--- src/rtl/xpmwrap_spram_arb_pkg.sv ---
// Shared types for the single-port RAM arbiter: FSM states, read-tag record
// and the helper that sizes requester ids.
package xpmwrap_spram_arb_pkg;

    // Widest id the tag record carries (NUM_REQ is at most 8).
    localparam int TAG_ID_W = 3;

    function automatic int tag_width(input int n);
        return (n <= 2) ? 1 : $clog2(n);
    endfunction

    typedef enum logic [1:0] {
        CLEAR,
        DRAIN,
        ARB
    } state_t;

    typedef struct packed {
        logic                valid;
        logic [TAG_ID_W-1:0] id;
    } tag_t;

endpackage

--- src/rtl/xpmwrap_rr_arb.sv ---
// Round-robin grant logic with its own pointer register; the pointer moves
// one past the winner after every grant and holds when nothing is granted.
module xpmwrap_rr_arb
    import xpmwrap_spram_arb_pkg::*;
#(
    parameter  int NUM_REQ = 2,
    localparam int TW      = tag_width(NUM_REQ)
) (
    input  logic               clk,
    input  logic               rst,
    input  logic               en,
    input  logic [NUM_REQ-1:0] req,
    output logic [NUM_REQ-1:0] grant,
    output logic [TW-1:0]      grant_id,
    output logic               grant_valid
);

    logic [TW-1:0] ptr_q;
    logic [TW:0]   idx_sum;
    logic [TW-1:0] idx;

    // Scan from the pointer upward, wrapping modulo NUM_REQ (which need not be a power of two).
    always_comb begin
        grant       = '0;
        grant_id    = '0;
        grant_valid = 1'b0;
        idx_sum     = '0;
        idx         = '0;
        for (int k = 0; k < NUM_REQ; k++) begin
            idx_sum = {1'b0, ptr_q} + (TW+1)'(k);
            if (idx_sum >= (TW+1)'(NUM_REQ)) begin
                idx_sum = idx_sum - (TW+1)'(NUM_REQ);
            end
            idx = idx_sum[TW-1:0];
            if (en && !grant_valid && req[idx]) begin
                grant_valid = 1'b1;
                grant_id    = idx;
                grant[idx]  = 1'b1;
            end
        end
    end

    always_ff @(posedge clk) begin
        if (rst) begin
            ptr_q <= '0;
        end else if (grant_valid) begin
            ptr_q <= (grant_id == TW'(NUM_REQ - 1)) ? '0 : grant_id + TW'(1);
        end
    end

endmodule

--- src/rtl/xpmwrap_spram_arb.sv ---
// Shares one single-port RAM between NUM_REQ requesters: clears the RAM after
// reset, then grants one access per cycle and routes read data back by tag.
module xpmwrap_spram_arb
    import xpmwrap_spram_arb_pkg::*;
#(
    parameter int                    NUM_REQ    = 2,
    parameter int                    ADDR_WIDTH = 6,
    parameter int                    DATA_WIDTH = 32,
    parameter int                    RD_LATENCY = 2,
    parameter logic [DATA_WIDTH-1:0] INIT_VALUE = '0
) (
    input  logic                            clka,
    input  logic                            rsta,
    input  logic [NUM_REQ-1:0]              req_valid,
    output logic [NUM_REQ-1:0]              req_ready,
    input  logic [NUM_REQ-1:0]              req_we,
    input  logic [NUM_REQ*ADDR_WIDTH-1:0]   req_addr,
    input  logic [NUM_REQ*DATA_WIDTH-1:0]   req_wdata,
    output logic [NUM_REQ-1:0]              rsp_valid,
    output logic [DATA_WIDTH-1:0]           rsp_rdata,
    output logic                            init_done,
    output logic                            ram_ena,
    output logic                            ram_wea,
    output logic [ADDR_WIDTH-1:0]           ram_addra,
    output logic [DATA_WIDTH-1:0]           ram_dina,
    output logic                            ram_regcea,
    input  logic [DATA_WIDTH-1:0]           ram_douta
);

    localparam int                  TW       = tag_width(NUM_REQ);
    localparam int                  DW       = $clog2(RD_LATENCY + 1);
    localparam logic [ADDR_WIDTH:0] CLR_LAST = {1'b0, {ADDR_WIDTH{1'b1}}};

    state_t              state_q, state_d;
    logic [ADDR_WIDTH:0] clr_q, clr_d;
    logic [DW-1:0]       drain_q, drain_d;
    logic                arb_en;
    logic [NUM_REQ-1:0]  grant;
    logic [TW-1:0]       grant_id;
    logic                grant_valid;
    tag_t                push;
    tag_t                tail;
    tag_t                tag_q [RD_LATENCY];

    assign arb_en     = !rsta && (state_q == ARB);
    assign init_done  = arb_en;
    assign req_ready  = grant;
    assign ram_regcea = 1'b1;
    assign rsp_rdata  = ram_douta;

    xpmwrap_rr_arb #(
        .NUM_REQ (NUM_REQ)
    ) u_arb (
        .clk         (clka),
        .rst         (rsta),
        .en          (arb_en),
        .req         (req_valid),
        .grant       (grant),
        .grant_id    (grant_id),
        .grant_valid (grant_valid)
    );

    always_ff @(posedge clka) begin
        if (rsta) begin
            state_q <= CLEAR;
            clr_q   <= '0;
            drain_q <= '0;
        end else begin
            state_q <= state_d;
            clr_q   <= clr_d;
            drain_q <= drain_d;
        end
    end

    // DRAIN lets the last clear writes settle before anyone can read.
    always_comb begin
        state_d = state_q;
        clr_d   = clr_q;
        drain_d = drain_q;
        case (state_q)
            CLEAR: begin
                clr_d = clr_q + 1'b1;
                if (clr_q == CLR_LAST) begin
                    state_d = DRAIN;
                    drain_d = '0;
                end
            end
            DRAIN: begin
                if (drain_q == DW'(RD_LATENCY - 1)) begin
                    state_d = ARB;
                end else begin
                    drain_d = drain_q + 1'b1;
                end
            end
            ARB:     state_d = ARB;
            default: state_d = CLEAR;
        endcase
    end

    always_comb begin
        ram_ena   = 1'b0;
        ram_wea   = 1'b0;
        ram_addra = '0;
        ram_dina  = INIT_VALUE;
        if (!rsta) begin
            case (state_q)
                CLEAR: begin
                    ram_ena   = 1'b1;
                    ram_wea   = 1'b1;
                    ram_addra = clr_q[ADDR_WIDTH-1:0];
                end
                ARB: begin
                    if (grant_valid) begin
                        ram_ena   = 1'b1;
                        ram_wea   = req_we[grant_id];
                        ram_addra = req_addr[int'(grant_id)*ADDR_WIDTH +: ADDR_WIDTH];
                        ram_dina  = req_wdata[int'(grant_id)*DATA_WIDTH +: DATA_WIDTH];
                    end
                end
                default: ;
            endcase
        end
    end

    // Each slot of the tag pipe lines up with one stage of the RAM read path.
    always_comb begin
        push.valid = grant_valid && !req_we[grant_id];
        push.id    = TAG_ID_W'(grant_id);
    end

    always_ff @(posedge clka) begin
        if (rsta) begin
            for (int i = 0; i < RD_LATENCY; i++) begin
                tag_q[i] <= '0;
            end
        end else begin
            tag_q[0] <= push;
            for (int i = 1; i < RD_LATENCY; i++) begin
                tag_q[i] <= tag_q[i-1];
            end
        end
    end

    assign tail = tag_q[RD_LATENCY-1];

    always_comb begin
        rsp_valid = '0;
        for (int i = 0; i < NUM_REQ; i++) begin
            rsp_valid[i] = !rsta && tail.valid && (tail.id == TAG_ID_W'(i));
        end
    end

endmodule

--- config.mk ---
export PLATFORM = sky130hd
export DESIGN_NAME = xpmwrap_spram_arb
export DESIGN_NICKNAME = d
export VERILOG_FILES = /design/src/rtl/xpmwrap_spram_arb_pkg.sv /design/src/rtl/xpmwrap_rr_arb.sv /design/src/rtl/xpmwrap_spram_arb.sv
export SDC_FILE = /design/constraint.sdc
export NUM_CORES = 1
export LEC_CHECK = 0
export ABC_CLOCK_PERIOD_IN_PS = 3510
export CORE_MARGIN = 2
export CORE_UTILIZATION = 25
export CTS_CLUSTER_DIAMETER = 80
export DETAILED_ROUTE_END_ITERATION = 8
export PLACE_DENSITY = 0.76
export SKIP_LAST_GASP = 1
export SYNTH_ARGS = -nofsm -noshare
export SYNTH_HDL_FRONTEND = slang
export SYNTH_HIERARCHICAL = 1
export SYNTH_SLANG_ARGS = --single-unit
export TNS_END_PERCENT = 10
--- constraint.sdc ---
create_clock -name clka -period 3.51 [get_ports clka]
set_input_delay 1.053 -clock clka [delete_from_list [all_inputs] [get_ports clka]]
set_output_delay 1.053 -clock clka [all_outputs]
set_load 0.05 [all_outputs]
Yosys cells after proc, flatten, opt, wreduce, memory -nomap -nowiden
Memory sizes are Yosys's and may differ from the RTL's.
Cells that the tools add are included.
{"block": "word_totals", "memories": 1, "mem_bits_rw": 8, "wordCells": 92, "regBits": 12, "in_bits": 114}
{"memory": "tag_q", "words": 2, "word_bits": 4, "read_ports": 2, "rd_clocked_by_memory_dff": 0, "write_ports": 2, "line": "xpmwrap_spram_arb.sv:43", "source": "tag_t tag_q [RD_LATENCY];"}
{"block": "classes", "muxes": 42, "n_eq_ne": 8, "reduce_logical": 18, "multipliers": 1, "order_cmp": 7, "shifts": 2, "addsub": 6, "n_bitwise": 3}
{"cell": "two-way mux 32 bit", "n": 3}
{"cell": "indexed part select 64 x 7 -> 32 bit", "n": 1}
{"cell": "two-way mux 1 bit", "n": 22}
{"cell": "two-way mux 2 bit", "n": 6}
{"cell": "two-way mux 6 bit", "n": 2}
{"cell": "one-hot mux 6 bit (2 select lines)", "n": 1}
{"cell": "indexed part select 12 x 5 -> 6 bit", "n": 1}
{"cell": "logical AND 1 bit", "n": 10}
{"cell": "two-way mux 4 bit", "n": 2}
{"cell": "adder 7 x 1 -> 7 bit, second input constant", "n": 1}
{"cell": "== test 7 x 6 -> 1 bit, second input constant", "n": 1}
{"cell": "less-than comparator 1 x 2 -> 1 bit, second input constant", "n": 3}
{"cell": "inequality test 2 bit, second input constant", "n": 3}
{"cell": "one-hot mux 2 bit (3 select lines)", "n": 1}
{"cell": "== test 2 x 1 -> 1 bit, second input constant", "n": 2}
{"cell": "one-hot mux 1 bit (2 select lines)", "n": 2}
{"cell": "one-hot mux 2 bit (2 select lines)", "n": 1}
{"cell": "== test 3 x 1 -> 1 bit, second input constant", "n": 1}
{"cell": "logical NOT 1 bit", "n": 3}
{"cell": "logical NOT 3 bit", "n": 1}
{"cell": "multiplier 1 x 2 -> 3 bit, second input constant", "n": 1}
{"cell": "AND reduction 3 bit", "n": 1}
{"cell": "adder 1 x 1 -> 2 bit, second input constant", "n": 1}
{"cell": "adder 2 x 1 -> 2 bit, second input constant", "n": 1}
{"cell": "other kinds (12)", "n": 16}

Logic depth before layout (Yosys ltp)
{"block": "logic_depth", "word_depth": 15, "depth_mapped": 11, "depth_no_buf": 9}

Modules after synthesis
The synthesis kept the hierarchy.
{"module": "xpmwrap_spram_arb", "cells_each": 219, "area_each_um2": 1690.4, "n_inst": 1}
{"module": "xpmwrap_rr_arb", "cells_each": 11, "area_each_um2": 75.1, "n_inst": 1}

Worst setup path before layout
OpenSTA, ideal clock, no wires.
{"block": "synth_timing", "kind": "input port to output port", "start": "in rsta", "end": "out ram_addra[4]", "arrival_time_ps": 4161, "n_path_buf": 3, "slack_ps": -1704, "path_stages": 8, "required_time_ps": 2457, "cell_sequence": "clkbuf_1 > nor2b_1 > nand2_1 > a21oi_1 > buf_2 > buf_2 > mux2i_1 > o32ai_1"}
{"block": "synth_between", "elab_chain_cells": 13, "elab_cells_between_ends": 15}
{"item": "start, declared", "line": "xpmwrap_spram_arb.sv:13", "source": "input logic rsta,"}
{"item": "logical NOT 1 bit (*)", "line": "xpmwrap_spram_arb.sv:45", "source": "assign arb_en = !rsta && (state_q == ARB);"}
{"item": "logical AND 1 bit (*)", "line": "xpmwrap_spram_arb.sv:45"}
{"item": "named net init_done", "line": "xpmwrap_spram_arb.sv:21", "source": "output logic init_done,"}
{"item": "logical AND 1 bit", "line": "xpmwrap_rr_arb.sv:35", "source": "if (en && !grant_valid && req[idx]) begin"}
{"item": "two-way mux 1 bit", "line": "xpmwrap_rr_arb.sv:35"}
{"item": "logical NOT 1 bit", "line": "xpmwrap_rr_arb.sv:35"}
{"item": "logical AND 1 bit (2 in a row)", "line": "xpmwrap_rr_arb.sv:35"}
{"item": "two-way mux 1 bit (*)", "line": "xpmwrap_rr_arb.sv:35"}
{"item": "named net grant_id", "line": "xpmwrap_spram_arb.sv:39", "source": "logic [TW-1:0] grant_id;"}
{"item": "multiplier 1 x 2 -> 3 bit (*)", "line": "xpmwrap_spram_arb.sv:116", "source": "ram_addra = req_addr[int'(grant_id)*ADDR_WIDTH +: ADDR_WIDTH];"}
{"item": "indexed part select 12 x 5 -> 6 bit (*)", "line": "xpmwrap_spram_arb.sv:116"}
{"item": "two-way mux 6 bit (*)", "line": "xpmwrap_spram_arb.sv:113", "source": "if (grant_valid) begin"}
{"item": "one-hot mux 6 bit (2 select lines) (*)", "line": "xpmwrap_spram_arb.sv:106", "source": "case (state_q)"}
{"item": "two-way mux 6 bit (*)", "line": "xpmwrap_spram_arb.sv:105", "source": "if (!rsta) begin"}
{"item": "end, declared", "line": "xpmwrap_spram_arb.sv:24", "source": "output logic [ADDR_WIDTH-1:0] ram_addra,"}
Mark *: on every way through the listed nets, which the timed path passes. The rest lies on a longest branch.

Final worst setup path
{"block": "layout_timing", "start": "in rsta", "end": "out ram_dina[16]"}
{"block": "layout_between", "elab_chain_cells": 12, "elab_cells_between_ends": 14}
{"item": "logical NOT 1 bit (*)", "line": "xpmwrap_spram_arb.sv:45"}
{"item": "logical AND 1 bit (*)", "line": "xpmwrap_spram_arb.sv:45"}
{"item": "logical AND 1 bit", "line": "xpmwrap_rr_arb.sv:35"}
{"item": "two-way mux 1 bit", "line": "xpmwrap_rr_arb.sv:35"}
{"item": "logical NOT 1 bit", "line": "xpmwrap_rr_arb.sv:35"}
{"item": "logical AND 1 bit (2 in a row)", "line": "xpmwrap_rr_arb.sv:35"}
{"item": "two-way mux 1 bit (*)", "line": "xpmwrap_rr_arb.sv:35"}
{"item": "named net grant_id", "line": "xpmwrap_spram_arb.sv:39"}
{"item": "indexed part select 64 x 7 -> 32 bit (*)", "line": "xpmwrap_spram_arb.sv:117", "source": "ram_dina = req_wdata[int'(grant_id)*DATA_WIDTH +: DATA_WIDTH];"}
{"item": "two-way mux 32 bit (*)", "line": "xpmwrap_spram_arb.sv:113"}
{"item": "two-way mux 32 bit (*)", "line": "xpmwrap_spram_arb.sv:106"}
{"item": "two-way mux 32 bit (*)", "line": "xpmwrap_spram_arb.sv:105"}
{"item": "end, declared", "line": "xpmwrap_spram_arb.sv:25", "source": "output logic [DATA_WIDTH-1:0] ram_dina,"}
Marked as above.

==> run summary <==
The run gives 3 as the clock buffer count from CTS. The tools report the number of endpoints failing setup at the final stage as 1. Number of endpoints with negative hold slack in the final report: 0.

The kind of cell with the highest combined delay along the critical path is buffers and inverters. The wire-length estimate of the detail-placed layout is 5.18 mm. During placement, the flow inserted port buffers numbering 126. The iteration-0 DRC count of the detailed router was 47. Most frequent cell on the critical path: buf_12. Summing the areas of all fa, ha and maj instances in the mapped netlist gives 4.96% of the synthesized area. The number of optimization iterations in the first detailed-route pass is 4. 0 antenna diodes ended up in the layout. Cells with a size suffix above 1 make up 45.3% of the layout. The run gives 0.0000922 V as the peak supply drop. The checks that failed: setup timing. Of all nets on the critical path, the largest fanout is 9. The final-report max-slew violation count was 0; the initial antenna violation count was 0. Total instance count after detailed placement: 430. The root buffer cell was clkbuf_8. The run gives 0.733 as the global placer's final weighted congestion. The synthesized netlist devotes 1.98% of its cell area to XOR and XNOR gates. Once detail routing completed, the nets flagged for antenna violations numbered 0. The portion of synthesized area spent on multiplexers is 23.9%. The post-route fraction of the period consumed by the critical path works out to 101%. After synthesis, the largest family of logic cells by area is multiplexers. nor2_1 is the most common cell in the netlist.

The leakage power total is 0.00135 uW, and the detailed-route vias per instance is 4.54. For the worst-skew pair, the clock arrives at the later sink with an insertion delay of 0.25 ns. In this run the core area contains 30 standard-cell rows. The number of flip-flops and latches in the synthesized netlist is 16. The critical path is of the in2out type.

The largest net degree at the start of global routing is 33. Max-cap violations in this run came to 0. On the final layout, the worst clock skew is 0.00333 ns. The worst path in the final design needs a cycle of 3.54 ns, including I/O delays and setup.

The run gives 0 as the total congestion overflow. STA classifies the critical path startpoint as an input port. The most instantiated flip-flop cell in the synthesis netlist was dfxtp_1.

The critical path starts at rsta. Pin placement for this block handled 192 I/O pins. Walking the worst path, the cells encountered are buf_8, nor2b_4, nand2_2, a21oi_4, buf_12, buf_12, mux2i_2, nor2_4, buf_4.

For the netlist area before placement, the log shows 1770 um2. After clock tree synthesis, the clock-pin slew on the worst setup and hold paths is 0.06 ns. TritonCTS built the clock tree. For this run, design rule violations remaining after detail routing come to 0. In the synthesized netlist, the number of instances is 230.

The synthesized netlist devotes 23.3% of its cell area to simple gates. Counting both buffers and inverters, the worst setup path holds a total of 4. Derived from the worst setup path, the maximum achievable clock frequency is 283 MHz.

The number of buffers added to fix hold violations after cts was 0. The tools report the endpoint class of the critical path as an output pin. The worst flop-to-flop path startpoint was state_q[0]$_SDFFE_PP0P_. The die covers 7750 um2. A synthesized cell averages 7.68 um2.

The CTS sink count is 16, and the flop-to-flop setup slack is 1.75 ns. The final layout contains 462 nets. The complex-gate fraction of the synthesized area was 9.64%. For the count of non-filler cells in the finished layout, the log shows 436.

On the critical path, the stage with the largest delay is an instance of mux2i_2. From bottom edge to top edge, the die measures 88.0 um. Yosys mapped a number of flops with a built-in enable equal to 0. Setup repair after global routing could not meet its margin everywhere. The global-route wire length before repair is 8.98 mm, and the wire length reported by the detailed router is 6.35 mm. The biggest area contributor in the post-synthesis netlist is mux2i_1. The tools report the number of inserted filler cells in the final layout as 571.

Total power divided by cell area: 141 nW/um2. The logs give 1 for the maximum level of the CTS H-tree and 2.46 ns for the data required time of the critical path. In the synthesized netlist, the cells that appear most often are 53 x nor2_1, 41 x mux2i_1, 33 x buf_4. Synthesis produced a netlist with a net count of 351. The flow ran to the end, but the final reports show violations. In the final routed layout, each cell accounts on average for 14.6 um.

From left edge to right edge, the die measures 88.0 um. The tools report the maximum number of buffers from clock root to sink as 2. The logs give 2.48 ns for the data arrival time of the critical path and 14.6% for the total routing resource utilization after global routing. Final hold analysis gives a worst-case slack of 0.435 ns. In the synthesized netlist the async set-or-reset flop fraction comes to 0%. The core region is 6830 um2. The tools report the setup slack of the critical path after layout as -0.0264 ns. The path class of the tightest hold or removal check is reg2reg. After synthesis, the cell types taking the most area are mux2i_1 23%, dfxtp_1 18%, buf_4 14%, nor2_1 11%, ha_1 5.0%. During synthesis, Yosys emitted a total of 6 warnings. The top cell type by area accounts for 23.2% of the synthesized area.

Sequential elements use 18.1% of the synthesized area. On the worst path, the slowest cell contributes a delay of 0.31 ns. In this run the most critical hold path is launched from tag_q[0][0]$_SDFF_PP0_. The tools report the number of global-route vias before repair as 1,908. The logs give 35 for the distinct cell type count of the synthesized netlist and 25.8% for the starting density of the core.

For the vias after detailed routing, the log shows 1,978. Relative to the synthesized area, the layout overhead comes to 128%.
-- worst paths after layout --
kind,endpoint,depth (start not counted)
worst min register to register,tag_q[0][4]$_SDFF_PP0_,1
worst max-delay path,ram_dina[16],9
worst min-delay path,tag_q[0][4]$_SDFF_PP0_,1
worst max register to register,tag_q[0][3]$_SDFF_PP0_,7
-- cells by family after synthesis --
kind of cell	after synthesis
other	1
DFF	16
and+or+nand+nor	87
xor gates and xnor gates	4
adders and majority gates	7
muxes	42
buffers and inverters	49
AOI/OAI and AO/OA	24
-- power by group --
| part | switching, uW | leakage, uW | internal (uW) |
|---|---|---|---|
| sequential | 5.77 | 0.000130 | 186 |
| clock | 65.0 | 0.0000288 | 99.6 |
| combinational | 82.0 | 0.00120 | 128 |
-- sequential cells by signal, summed over array words and instances (netlist names), named ones only --
| register | cells |
|---|---|
| state_q | 2 |
| tag_q | 4 |
| clr_q | 7 |
| drain_q | 2 |
-- cells in the final DEF (no fill, tap or decap), types with 2 or more instances in the layout --
master	instances
clkdlybuf4s50_1	78
buf_12	36
nor2_4	30
buf_4	27
mux2i_1	23
dfxtp_1	16
nor2_2	14
mux2i_4	13
nor2_1	9
nand2b_1	8
nand2_1	7
ha_1	7
buf_6	7
o32ai_4	6
a21oi_1	6
mux2i_2	5
inv_1	4
nor2b_1	4
clkbuf_8	4
o21ai_0	3
xor2_1	3
nor3b_1	2
a31oi_1	2
or3_1	2
nand4_1	2
-- repair_timing --
action	in CTS	in global routing
cloned	0	0
buffers inserted	1	1
resized for setup	30	27
endpoints found under the setup margin	40	22
pin swaps	9	9
-- final cells by class --
type	count	area (um2)	area share (%)
Clock buffer	4	55.1	1.37
Tap cell	96	120	2.98
Multi-Input combinational cell	165	1710	42.5
Timing Repair Buffer	151	1810	44.8
Sequential cell	16	320	7.95
Inverter	4	15.0	0.372
-- stage by stage --
step | worst slack (ns) | area, um2 | power (uW) | util [%] | setup TNS [ns]
finish | -0.0264 | 4030 | 567 | 59.0 | -0.0264
global route | -0.0901 | 4030 | 597 | 59.0 | -0.624
CTS | -0.0333 | 3910 | 562 | 57.3 | -0.0909
floorplan | -0.256 | 2240 | 370 | - | -8.45
global placement | -0.435 | 3770 | 386 | 55.2 | -15.55
detailed placement | -0.467 | 3770 | 390 | 55.2 | -16.08
-- per-layer routing --
layer | track usage, % | vias to the layer above | part of all wire (%)
met1 | 15.3 | 923 | 34
met4 | 4.68 | 0 | 1.3
met3 | 4.62 | 7 | 9.9
met2 | 27.6 | 77 | 55
met5 | 0 | - | 0
li1 | - | 971 | -
No activity file was read; power rests on OpenSTA's default activity.
